`config.mk`:
```
export PLATFORM = sky130hd
export DESIGN_NAME = word_unpack_32
export DESIGN_NICKNAME = d
export VERILOG_FILES = /design/src/rtl/word_unpack_32.sv
export SDC_FILE = /design/constraint.sdc
export NUM_CORES = 1
export LEC_CHECK = 0
export CELL_PAD_IN_SITES_DETAIL_PLACEMENT = 2
export CELL_PAD_IN_SITES_GLOBAL_PLACEMENT = 2
export CORE_MARGIN = 2
export CORE_UTILIZATION = 25
export CTS_CLUSTER_SIZE = 16
export DETAILED_ROUTE_END_ITERATION = 16
export HOLD_SLACK_MARGIN = 0.02
export PLACE_DENSITY_LB_ADDON = 0.1
export SYNTH_ARGS = -nofsm -noshare
export SYNTH_HDL_FRONTEND = slang
export SYNTH_SLANG_ARGS = --single-unit
```
`constraint.sdc`:
```
create_clock -name clk -period 1.6 [get_ports clk]
set_input_delay 0.32 -clock clk [delete_from_list [all_inputs] [get_ports clk]]
set_output_delay 0.32 -clock clk [all_outputs]
set_load 0.005 [all_outputs]
```
`src/rtl/word_unpack_32.sv`:
```
// Unpacks 32-bit words into an MSB-first byte stream with valid/ready on both sides.
// Optional macro WORD_UNPACK_PIPE_EN lets a new word load on the last-byte edge (no bubble).
module word_unpack_32 (
  input  logic        clk,
  input  logic        clr,
  input  logic        in_valid,
  input  logic [31:0] in_data,
  output logic        in_ready,
  output logic        out_valid,
  output logic [7:0]  out_byte,
  output logic        out_last,
  input  logic        out_ready,
  output logic        busy
);

  localparam int unsigned WORD_W = 32;
  localparam int unsigned BYTE_W = 8;
  localparam int unsigned IDX_W  = 2;

  typedef enum logic {
    IDLE = 1'b0,
    SEND = 1'b1
  } state_t;

  state_t             state_q, state_d;
  logic [WORD_W-1:0]  hold_q, hold_d;
  logic [IDX_W-1:0]   idx_q, idx_d;
  logic               accept, consume, last_idx;

  // State, hold and index registers.
  always_ff @(posedge clk) begin
    if (clr) begin
      state_q <= IDLE;
      hold_q  <= '0;
      idx_q   <= '0;
    end else begin
      state_q <= state_d;
      hold_q  <= hold_d;
      idx_q   <= idx_d;
    end
  end

  // Handshakes, next state and outputs.
  always_comb begin
    state_d   = state_q;
    hold_d    = hold_q;
    idx_d     = idx_q;
    last_idx  = (idx_q == IDX_W'(3));
    out_valid = (state_q == SEND);
    busy      = (state_q == SEND);
    out_last  = out_valid & last_idx;
`ifdef WORD_UNPACK_PIPE_EN
    in_ready  = ~clr & ((state_q == IDLE) | ((state_q == SEND) & last_idx & out_ready));
`else
    in_ready  = ~clr & (state_q == IDLE);
`endif
    accept    = in_valid & in_ready;
    consume   = out_valid & out_ready;

    if (consume) begin
      idx_d = idx_q + IDX_W'(1);
      if (last_idx) state_d = IDLE;
    end
    // A load wins over the last-byte return to IDLE.
    if (accept) begin
      hold_d  = in_data;
      idx_d   = '0;
      state_d = SEND;
    end

    case (idx_q)
      2'd0:    out_byte = hold_q[31:24];
      2'd1:    out_byte = hold_q[23:16];
      2'd2:    out_byte = hold_q[15:8];
      default: out_byte = hold_q[BYTE_W-1:0];
    endcase
  end

endmodule

```
==> flow_metrics.env, run 1 <==
export IMPL_vias=1465
export IMPL_ys_top_cells_by_area="dfxtp_1 41%, o21ai_2 12%, nand2b_1 8.8%"
export IMPL_violations="setup timing"
export IMPL_synth_top_area_cell="dfxtp_1"
export IMPL_hpwl_mm=3.78
export IMPL_drtPass1Iterations=5
export IMPL_reg2reg_slack_ns=0.22
export IMPL_critPathCaptureType="output pin"
export IMPL_setup_viol=9
export IMPL_die_x_microns=86.7
export IMPL_avgSynthCellArea_sq_um=9.38
export IMPL_die_area_sq_um=7510
export IMPL_nNetsFinal=277
export IMPL_ant_nets=0
export IMPL_hold_path_class="reg2reg"
export IMPL_cpMaxStageDelayCell="a222oi_1"
export IMPL_clk_pin_slew_ns=0.08
export IMPL_tightest_slew_ns=0.444
export IMPL_cp_required_ns=1.28
export IMPL_start_util_pct=25.4
export IMPL_fmax_mhz=502
export IMPL_cts_tree="yes"
export IMPL_critPathMaxFanout=8
export IMPL_power_density_nw_per_um2=816
export IMPL_max_stage_delay_ns=0.47
export IMPL_num_rows=30
export IMPL_clockBufferDepth=2
export IMPL_drive_gt1_share_pct=29.8
export IMPL_hold_viol=0
export IMPL_drc=0
export IMPL_fin_crit_sh_pct=125
export IMPL_p_int_w=0.00149
export IMPL_fp_coreArea_sq_um=6720
export IMPL_grt_pass1_vias=1603
export IMPL_drt_iter0_drc=69
export IMPL_wl_mm=5.02
export IMPL_gp_congestion=0.765
export IMPL_r2r_end="busy"
export IMPL_syn_inst=182
export IMPL_yosysTopAreaCellShare_pct=41.0
export IMPL_top_usage_layer="met2"
export IMPL_via_per_inst=4.61
export IMPL_crit_type="reg2out"
export IMPL_n_antenna_cell=0
export IMPL_grt_use_met3_pct=2.86
export IMPL_cp_startpoint="idx_q[0]"
export IMPL_final_cell_mix="37 x clkdlybuf4s50_1, 32 x dfxtp_1, 30 x nand2_1"
export IMPL_r2r_start="idx_q[0]"
export IMPL_fin_tns_setup_ns=-2.56
export IMPL_seqPwrFrac_pct=47.8
export IMPL_cts_hold_buf=0
export IMPL_status="finished, violations left"
export IMPL_crit_end="out_byte[1]"
export IMPL_overflow=0
export IMPL_boundaryPins=48
export IMPL_cts_buffers=5
export IMPL_portBuffers=47
export IMPL_wl_per_cell_microns=15.8
export IMPL_cts_root_buf="clkbuf_8"
export IMPL_power_leakage_nw=0.920
export IMPL_grt_util_met1_pct=19.5
export IMPL_fillers=736
export IMPL_layout_commonest_cell="clkdlybuf4s50_1"
export IMPL_yosysWarnings=0
export IMPL_ys_seq_elements=35
export IMPL_rsz0062_at_grt="true"
export IMPL_cts_sinks=35
export IMPL_yosysSeqAreaShare_pct=41.0
export IMPL_swShare_pct=26.3
export IMPL_grt_max_degree=25
export IMPL_track_usage_pct=14.5
export IMPL_start_kind="register"
export IMPL_peakVddDrop_uv=313
export IMPL_maxSlewHeadroom_pct=70.4
export IMPL_final_setup_worst_slack_ns=-0.394
export IMPL_insertion_delay_ns=0.29
export IMPL_clock_skew_ns=0.00655
export IMPL_path_cells="buf_6 > ha_4 > a222oi_1 > mux2i_1 > buf_2"
export IMPL_synth_area_sq_um=1710
export IMPL_power_share_clock_pct=34.3
export IMPL_grtUsageMet2_pct=23.6
export IMPL_arrival_ns=1.67
export IMPL_power_share_combinational_pct=17.9
export IMPL_die_h_microns=86.7
export IMPL_period_needed_ns=1.99
export IMPL_slew_viol_final=0
export IMPL_grt_pass1_wl_mm=8.41
export IMPL_synth_nets=222
export IMPL_synth_cell_type_count=23
export IMPL_area_delta_synth_final_pct=45.3
export IMPL_max_cap_viol_count=0
export IMPL_htreeDepth=2
export IMPL_p_total_w=0.00202
export IMPL_netSwitchingPower_w=0.000533
export IMPL_r2r_cells=6
export IMPL_antenna_found_initial=0
[per-stage QoR]
step                setup slack (ns)  util, %  hold WS [ns]  cell area (sq um)  cells
CTS                           -0.392     36.9         0.485               2480    318
global route                  -0.502     36.9         0.502               2480    318
floorplan                     0.0545        -         0.416               1710    182
detailed placement            -0.511     34.9         0.467               2340    309
global placement              -0.433     34.9         0.457               2340    309
finish                        -0.394     36.9         0.482               2480    318
[cell type report]
type / instances / area [sq um] / share of cell area [%]
Multi-Input combinational cell: 120 / 896 / 36.1
Sequential cell: 35 / 707 / 28.5
Timing Repair Buffer: 65 / 643 / 25.9
Tap cell: 80 / 100 / 4.03
Clock buffer: 7 / 86.3 / 3.48
Inverter: 10 / 40.0 / 1.61
Clock inverter: 1 / 8.76 / 0.353
[flip-flops by register name (all words and copies together) (netlist names)]
name / count
busy: 1
hold_q: 32
idx_q: 2
[per-layer routing]
metal	up-vias	share of wire [%]
li1	730	-
met1	699	47
met2	31	48
met3	5	3.9
met4	0	1.0
met5	-	0
[Yosys cell counts]
cell type,instances
nand2b_1,24
nand2_2,2
a32oi_1,1
o21ai_2,24
a211oi_1,1
buf_4,2
xor2_1,1
ha_1,4
nand2_1,30
and2_1,1
inv_1,10
nor3b_1,1
a222oi_1,8
nor2_1,4
buf_8,1
a21oi_1,1
buf_2,4
clkbuf_1,4
o31ai_1,8
nor3b_2,1
buf_6,6
dfxtp_1,35
mux2i_1,9
[worst min path at each step]
stage	cells past startpoint	endpoint	from	slack [ns]
4_1_cts	2	hold_q[6]	hold_q[6]	0.49
5_1_grt	2	hold_q[4]	hold_q[4]	0.50
6_report	2	hold_q[6]	hold_q[6]	0.48
3_5_place_dp	2	hold_q[6]	hold_q[6]	0.47
3_3_place_gp	2	hold_q[6]	hold_q[6]	0.46
2_1_floorplan	1	busy	out_ready	0.42
[power by group through the flow]
stage               registers (W)  logic (W)  clock network (W)
detailed placement       0.000987   0.000371                  0
CTS                      0.000967   0.000369           0.000729
global route             0.000975   0.000401           0.000758
finish                   0.000967   0.000362           0.000694
floorplan                0.000972   0.000185                  0
global placement         0.000987   0.000358                  0
[critical path, delay by kind of cell, from the launching register on]
kind            cells  cell delay, ns
mux                 1            0.13
buf+inv             2            0.27
fa+ha+maj           1            0.18
flops               1            0.34
compound gates      1            0.47
[cells by family (layout without fill, tap and decap cells)]
kind of cell / Yosys count / count (layout) / synth area share (%)
AO/OA/AOI/OAI: 43 / 43 / 21.8
XOR/XNOR: 1 / 1 / 0.513
adder cells (fa/ha/maj): 4 / 4 / 2.93
buffers and inverters: 27 / 83 / 9.96
flip-flops: 35 / 35 / 41.0
multiplexers: 9 / 9 / 5.27
AND/OR/NAND/NOR: 63 / 63 / 18.5
[repair_timing]
item,CTS,global route
pin swaps,11,2
resized for setup,55,1
buffers inserted,1,0
endpoints found under the setup margin,10,10
No activity file was read; power rests on OpenSTA's default activity.
==> inputs of run 2 (changes only) <==
Settings changed: RECOVER_POWER set to 100.
==> run 2 against run 1 <==
- the run still ends with setup timing left
- via count is 0.27% higher
- clock-buffer cell count stayed put
- register-to-register slack worse by 0.24 ns
- first-iteration DRC count is 1.4% lower
- fmax is 0.18% higher
- non-clock buffer count stayed put
- global-route usage stayed put
- largest cell class unchanged
- largest power group unchanged
- highest routed layer unchanged
==> flow_metrics.env, run 2 (synthesized netlist as in run 1, its figures left out) <==
export IMPL_layout_commonest_cell="clkdlybuf4s50_1"
export IMPL_final_core_util_pct=36.6
export IMPL_slew_viol_final=0
export IMPL_portBuffers=47
export IMPL_final_cell_mix="36 x clkdlybuf4s50_1, 33 x dfxtp_1, 30 x nand2_1"
export IMPL_clk_pin_slew_ns=0.08
export IMPL_stdcell_area_sq_um=2460
export IMPL_dp_slack_ns=-0.511
export IMPL_die_area_sq_um=7510
export IMPL_cts_buffers=5
export IMPL_ant_nets=0
export IMPL_die_h_microns=86.7
export IMPL_maxSlewHeadroom_pct=67.7
export IMPL_drtPass1Iterations=7
export IMPL_via_per_inst=4.62
export IMPL_htreeDepth=2
export IMPL_antenna_found_initial=0
export IMPL_crit_family="compound AO/OA/AOI/OAI gates"
export IMPL_hold_viol=0
export IMPL_fmax_mhz=502
export IMPL_period_needed_ns=1.99
export IMPL_power_leakage_nw=0.927
export IMPL_boundaryPins=48
export IMPL_grt_max_degree=25
export IMPL_vias=1469
export IMPL_wl_mm=5.02
export IMPL_power_density_nw_per_um2=819
export IMPL_gp_congestion=0.765
export IMPL_max_stage_delay_ns=0.47
export IMPL_num_rows=30
export IMPL_insertion_delay_ns=0.29
export IMPL_cpMaxStageDelayCell="a222oi_1"
export IMPL_cp_required_ns=1.28
export IMPL_max_cap_viol_count=0
export IMPL_start_kind="register"
export IMPL_fin_crit_sh_pct=124
export IMPL_hold_path_class="reg2reg"
export IMPL_cp_depth=5
export IMPL_final_cells=318
export IMPL_peakVddDrop_uv=313
export IMPL_drc=0
export IMPL_largest_reg_flops=32
export IMPL_clockBufferDepth=2
export IMPL_crit_buf_inv=2
export IMPL_reg2reg_slack_ns=-0.02
export IMPL_arrival_ns=1.67
export IMPL_clock_skew_ns=0.00625
export IMPL_hold_depth=2
export IMPL_die_x_microns=86.7
export IMPL_cts_sinks=35
export IMPL_n_antenna_cell=0
export IMPL_fp_coreArea_sq_um=6720
export IMPL_rsz0062_at_grt="true"
export IMPL_wl_per_cell_microns=15.8
export IMPL_cts_root_buf="clkbuf_8"
export IMPL_tightest_slew_ns=0.484
export IMPL_path_cells="buf_6 > ha_4 > a222oi_1 > mux2i_1 > buf_2"
export IMPL_setup_viol=27
export IMPL_hold_ws_ns=0.482
export IMPL_grt_pass1_vias=1603
export IMPL_violations="setup timing"
export IMPL_top_register="hold_q"
export IMPL_status="finished, violations left"
export IMPL_area_delta_synth_final_pct=44.1
export IMPL_placed_cells=309
export IMPL_crit_type="reg2out"
export IMPL_critPathCaptureType="output pin"
export IMPL_drt_iter0_drc=68
export IMPL_place_area_sq_um=2340
export IMPL_track_usage_pct=14.5
export IMPL_start_util_pct=25.4
export IMPL_critPathMaxFanout=8
export IMPL_nNetsFinal=277
export IMPL_overflow=0
export IMPL_final_setup_worst_slack_ns=-0.390
export IMPL_hpwl_mm=3.78
export IMPL_r2r_cells=6
export IMPL_cts_tree="yes"
export IMPL_grt_pass1_wl_mm=8.41
export IMPL_cts_hold_buf=0
export IMPL_drive_gt1_share_pct=28.6
==> run 2: changes by cell type in the layout (fill, tap and decap cells not counted), sizes merged <==
cell	before	now
clkdlybuf4s50	37	36
dlygate4sd3	0	1
dlymetal6s2s	0	1
buf	26	25
==> run 2: repair_timing <==
| item | 4_1_cts | 5_1_grt |
|---|---|---|
| gates cloned | 0 | 0 |
| endpoints found under the setup margin | 10 | 10 |
| pin swaps | 11 | 2 |
| buffers inserted | 1 | 0 |
| resized for setup | 55 | 1 |
==> run 2: power by group <==
part | total (W) | internal [W] | leakage [nW] | switching [W]
logic | 0.000355 | 0.000202 | 0.589 | 0.000153
registers | 0.000966 | 0.000929 | 0.289 | 0.0000371
clock network | 0.000694 | 0.000353 | 0.0484 | 0.000341
==> run 2: tightest hold or removal path, cell delays in order (launching register included) <==
cell and delay (ns):
dfxtp_1 0.30, inv_1 0.06, o31ai_1 0.07
==> run 2: cell type report <==
type                       count  area (sq um)
multi-input combinational    120           885
fill                         740          4260
timing repair buffer          65           636
clock buffer                   7          86.3
tap                           80           100
sequential                    35           706
clock inverter                 1          8.76
inverter                      10          40.0
==> run 2: stage by stage <==
step | setup TNS [ns] | power [W]
5_1_grt | -6.92 | 0.00213
2_1_floorplan | 0 | 0.00116
3_5_place_dp | -7.84 | 0.00136
3_3_place_gp | -6.08 | 0.00134
4_1_cts | -2.60 | 0.00207
6_report | -2.75 | 0.00202
==> run 2: worst paths after layout <==
| check | end | start |
|---|---|---|
| worst max-delay path | out_byte[1] | idx_q[0] |
| worst min-delay path | hold_q[6] | hold_q[6] |
| worst min register to register | hold_q[6] | hold_q[6] |
| worst max register to register | hold_q[7] | busy |
==> run 2: layer usage <==
metal | vias to the layer above | wire, microns | GRT usage [%]
li1 | 730 | - | -
met1 | 701 | 2320 | 19.5
met2 | 33 | 2430 | 23.6
met3 | 5 | 215 | 2.86
met4 | 0 | 51 | 3.84
met5 | - | 0 | 0
==> inputs of run 3 (changes only) <==
Settings changed: GPL_TIMING_DRIVEN set to 0.
==> run 3 against run 2 <==
- the run still ends with setup timing left
- register-to-register slack gained 0.18 ns
- sequential share of layout area is 1.2 points higher
- clock power down 8.6%
- combinational power is 3% lower
- routed wire length increased by 2.6%
- core utilization is 1.4 points lower
- cell area down 3.7%
- critical path type unchanged
==> flow_metrics.env, run 3 (synthesized netlist as in run 1, its figures left out) <==
export IMPL_hold_depth=3
export IMPL_r2r_end="hold_q[4]"
export IMPL_cp_required_ns=1.28
export IMPL_clk_pin_slew_ns=0.08
export IMPL_hold_end="hold_q[11]"
export IMPL_clockBufferDepth=2
export IMPL_die_x_microns=86.7
export IMPL_clock_skew_ns=0.0117
export IMPL_track_usage_pct=14.9
export IMPL_start_util_pct=25.4
export IMPL_start_kind="register"
export IMPL_p_int_w=0.00143
export IMPL_n_antenna_cell=0
export IMPL_status="finished, violations left"
export IMPL_via_per_inst=4.65
export IMPL_die_area_sq_um=7510
export IMPL_grt_pass1_vias=1548
export IMPL_layout_commonest_cell="clkdlybuf4s50_1"
export IMPL_ant_nets=0
export IMPL_final_cells=319
export IMPL_num_rows=30
export IMPL_cts_sinks=35
export IMPL_maxSlewHeadroom_pct=65.3
export IMPL_power_leakage_nw=0.910
export IMPL_boundaryPins=48
export IMPL_slew_viol_final=0
export IMPL_power_share_combinational_pct=17.7
export IMPL_r2r_cells=5
export IMPL_critPathMaxFanout=5
export IMPL_gp_congestion=0.701
export IMPL_max_stage_delay_ns=0.41
export IMPL_insertion_delay_ns=0.29
export IMPL_grt_max_degree=20
export IMPL_overflow=0
export IMPL_arrival_ns=1.75
export IMPL_cts_hold_buf=0
export IMPL_rsz0062_at_grt="true"
export IMPL_die_h_microns=86.7
export IMPL_cpMaxStageDelayCell="a222oi_1"
export IMPL_fillers=752
export IMPL_nNetsFinal=278
export IMPL_tightest_slew_ns=0.521
export IMPL_period_needed_ns=2.07
export IMPL_top_register="hold_q"
export IMPL_grt_pass1_wl_mm=8.36
export IMPL_vias=1484
export IMPL_fmax_mhz=484
export IMPL_violations="setup timing"
export IMPL_crit_family="compound AO/OA/AOI/OAI gates"
export IMPL_path_cells="inv_4 > ha_4 > buf_4 > a222oi_1 > mux2i_1 > buf_2"
export IMPL_power_density_nw_per_um2=820
export IMPL_peakVddDrop_uv=257
export IMPL_critPathCaptureType="output pin"
export IMPL_p_total_w=0.00194
export IMPL_area_delta_synth_final_pct=38.8
export IMPL_antenna_found_initial=0
export IMPL_swShare_pct=26.5
export IMPL_cts_tree="yes"
export IMPL_largest_reg_flops=32
export IMPL_seqPwrFrac_pct=49.7
export IMPL_drive_gt1_share_pct=24.7
export IMPL_power_share_clock_pct=32.6
export IMPL_placed_cells=308
export IMPL_final_setup_worst_slack_ns=-0.467
export IMPL_setup_viol=9
export IMPL_max_cap_viol_count=0
export IMPL_crit_type="reg2out"
export IMPL_hold_viol=0
export IMPL_fin_crit_sh_pct=129
export IMPL_drc=0
export IMPL_htreeDepth=2
export IMPL_fp_coreArea_sq_um=6720
export IMPL_crit_buf_inv=3
export IMPL_cts_root_buf="clkbuf_8"
export IMPL_final_cell_mix="35 x clkdlybuf4s50_1, 33 x dfxtp_1, 30 x nand2_1"
export IMPL_portBuffers=46
export IMPL_cts_buffers=5
export IMPL_wl_mm=5.15
export IMPL_wl_per_cell_microns=16.2
export IMPL_drt_iter0_drc=61
export IMPL_netSwitchingPower_w=0.000515
export IMPL_r2r_start="busy"
export IMPL_hold_start="clr"
export IMPL_hold_path_class="in2reg"
export IMPL_drtPass1Iterations=6
export IMPL_hpwl_mm=3.67
export IMPL_reg2reg_slack_ns=0.16
[run 3: final cells by class]
type	count	area [sq um]	share of cell area, %
Timing Repair Buffer	53	485	20.5
Sequential cell	35	708	29.9
Clock buffer	7	76.3	3.22
Tap cell	80	100	4.22
Multi-Input combinational cell	120	845	35.6
Buffer	13	108	4.54
Clock inverter	1	5.00	0.211
Inverter	10	42.5	1.80
[run 3: worst reg2reg max path: cells and delay by family, from the launching register on]
family | cells | cell delay (ns)
and+or+nand+nor | 1 | 0.16
DFF | 1 | 0.33
AOI/OAI and AO/OA | 1 | 0.11
buffers and inverters | 3 | 0.72
[run 3: metrics by stage]
step	area, sq um	hold WS [ns]	utilization (%)	TNS, ns	setup WS, ns
2_1_floorplan	1710	0.416	-	0	0.0545
3_3_place_gp	2270	0.460	33.8	-8.03	-0.742
3_5_place_dp	2270	0.468	33.8	-7.97	-0.767
4_1_cts	2400	0.470	35.7	-3.53	-0.481
5_1_grt	2370	0.480	35.3	-4.14	-0.565
6_report	2370	0.463	35.3	-3.17	-0.467
[run 3: how the worst max path moves through the flow]
stage	from	end	cells past startpoint
3_5_place_dp	idx_q[0]	out_byte[7]	6
3_3_place_gp	idx_q[0]	out_byte[7]	6
4_1_cts	idx_q[0]	out_byte[5]	6
5_1_grt	idx_q[0]	out_byte[5]	6
6_report	idx_q[0]	out_byte[1]	6
2_1_floorplan	idx_q[0]	out_byte[7]	5
[run 3: repair_timing]
action,4_1_cts,5_1_grt
setup buffers,6,1
gates resized for setup,51,4
setup endpoints to repair,10,10
gates cloned,0,0
pin swaps,10,3
[run 3: power by group through the flow]
stage / registers (W) / clock network [W] / logic [W]
after global placement: 0.000985 / 0 / 0.000356
after global routing: 0.000973 / 0.000711 / 0.000381
after floorplan: 0.000972 / 0 / 0.000185
final: 0.000966 / 0.000634 / 0.000343
after detailed placement: 0.000986 / 0 / 0.000361
after CTS: 0.000966 / 0.000657 / 0.000360
[run 3: metal layers]
metal | GRT usage [%] | share of wire (%) | wire length, microns | vias to the layer above
met3 | 3.52 | 4.0 | 208 | 6
met5 | 0 | 0 | 0 | -
met2 | 24.1 | 46 | 2370 | 37
met4 | 3.41 | 1.0 | 53 | 0
li1 | - | - | - | 730
met1 | 20.2 | 49 | 2520 | 711
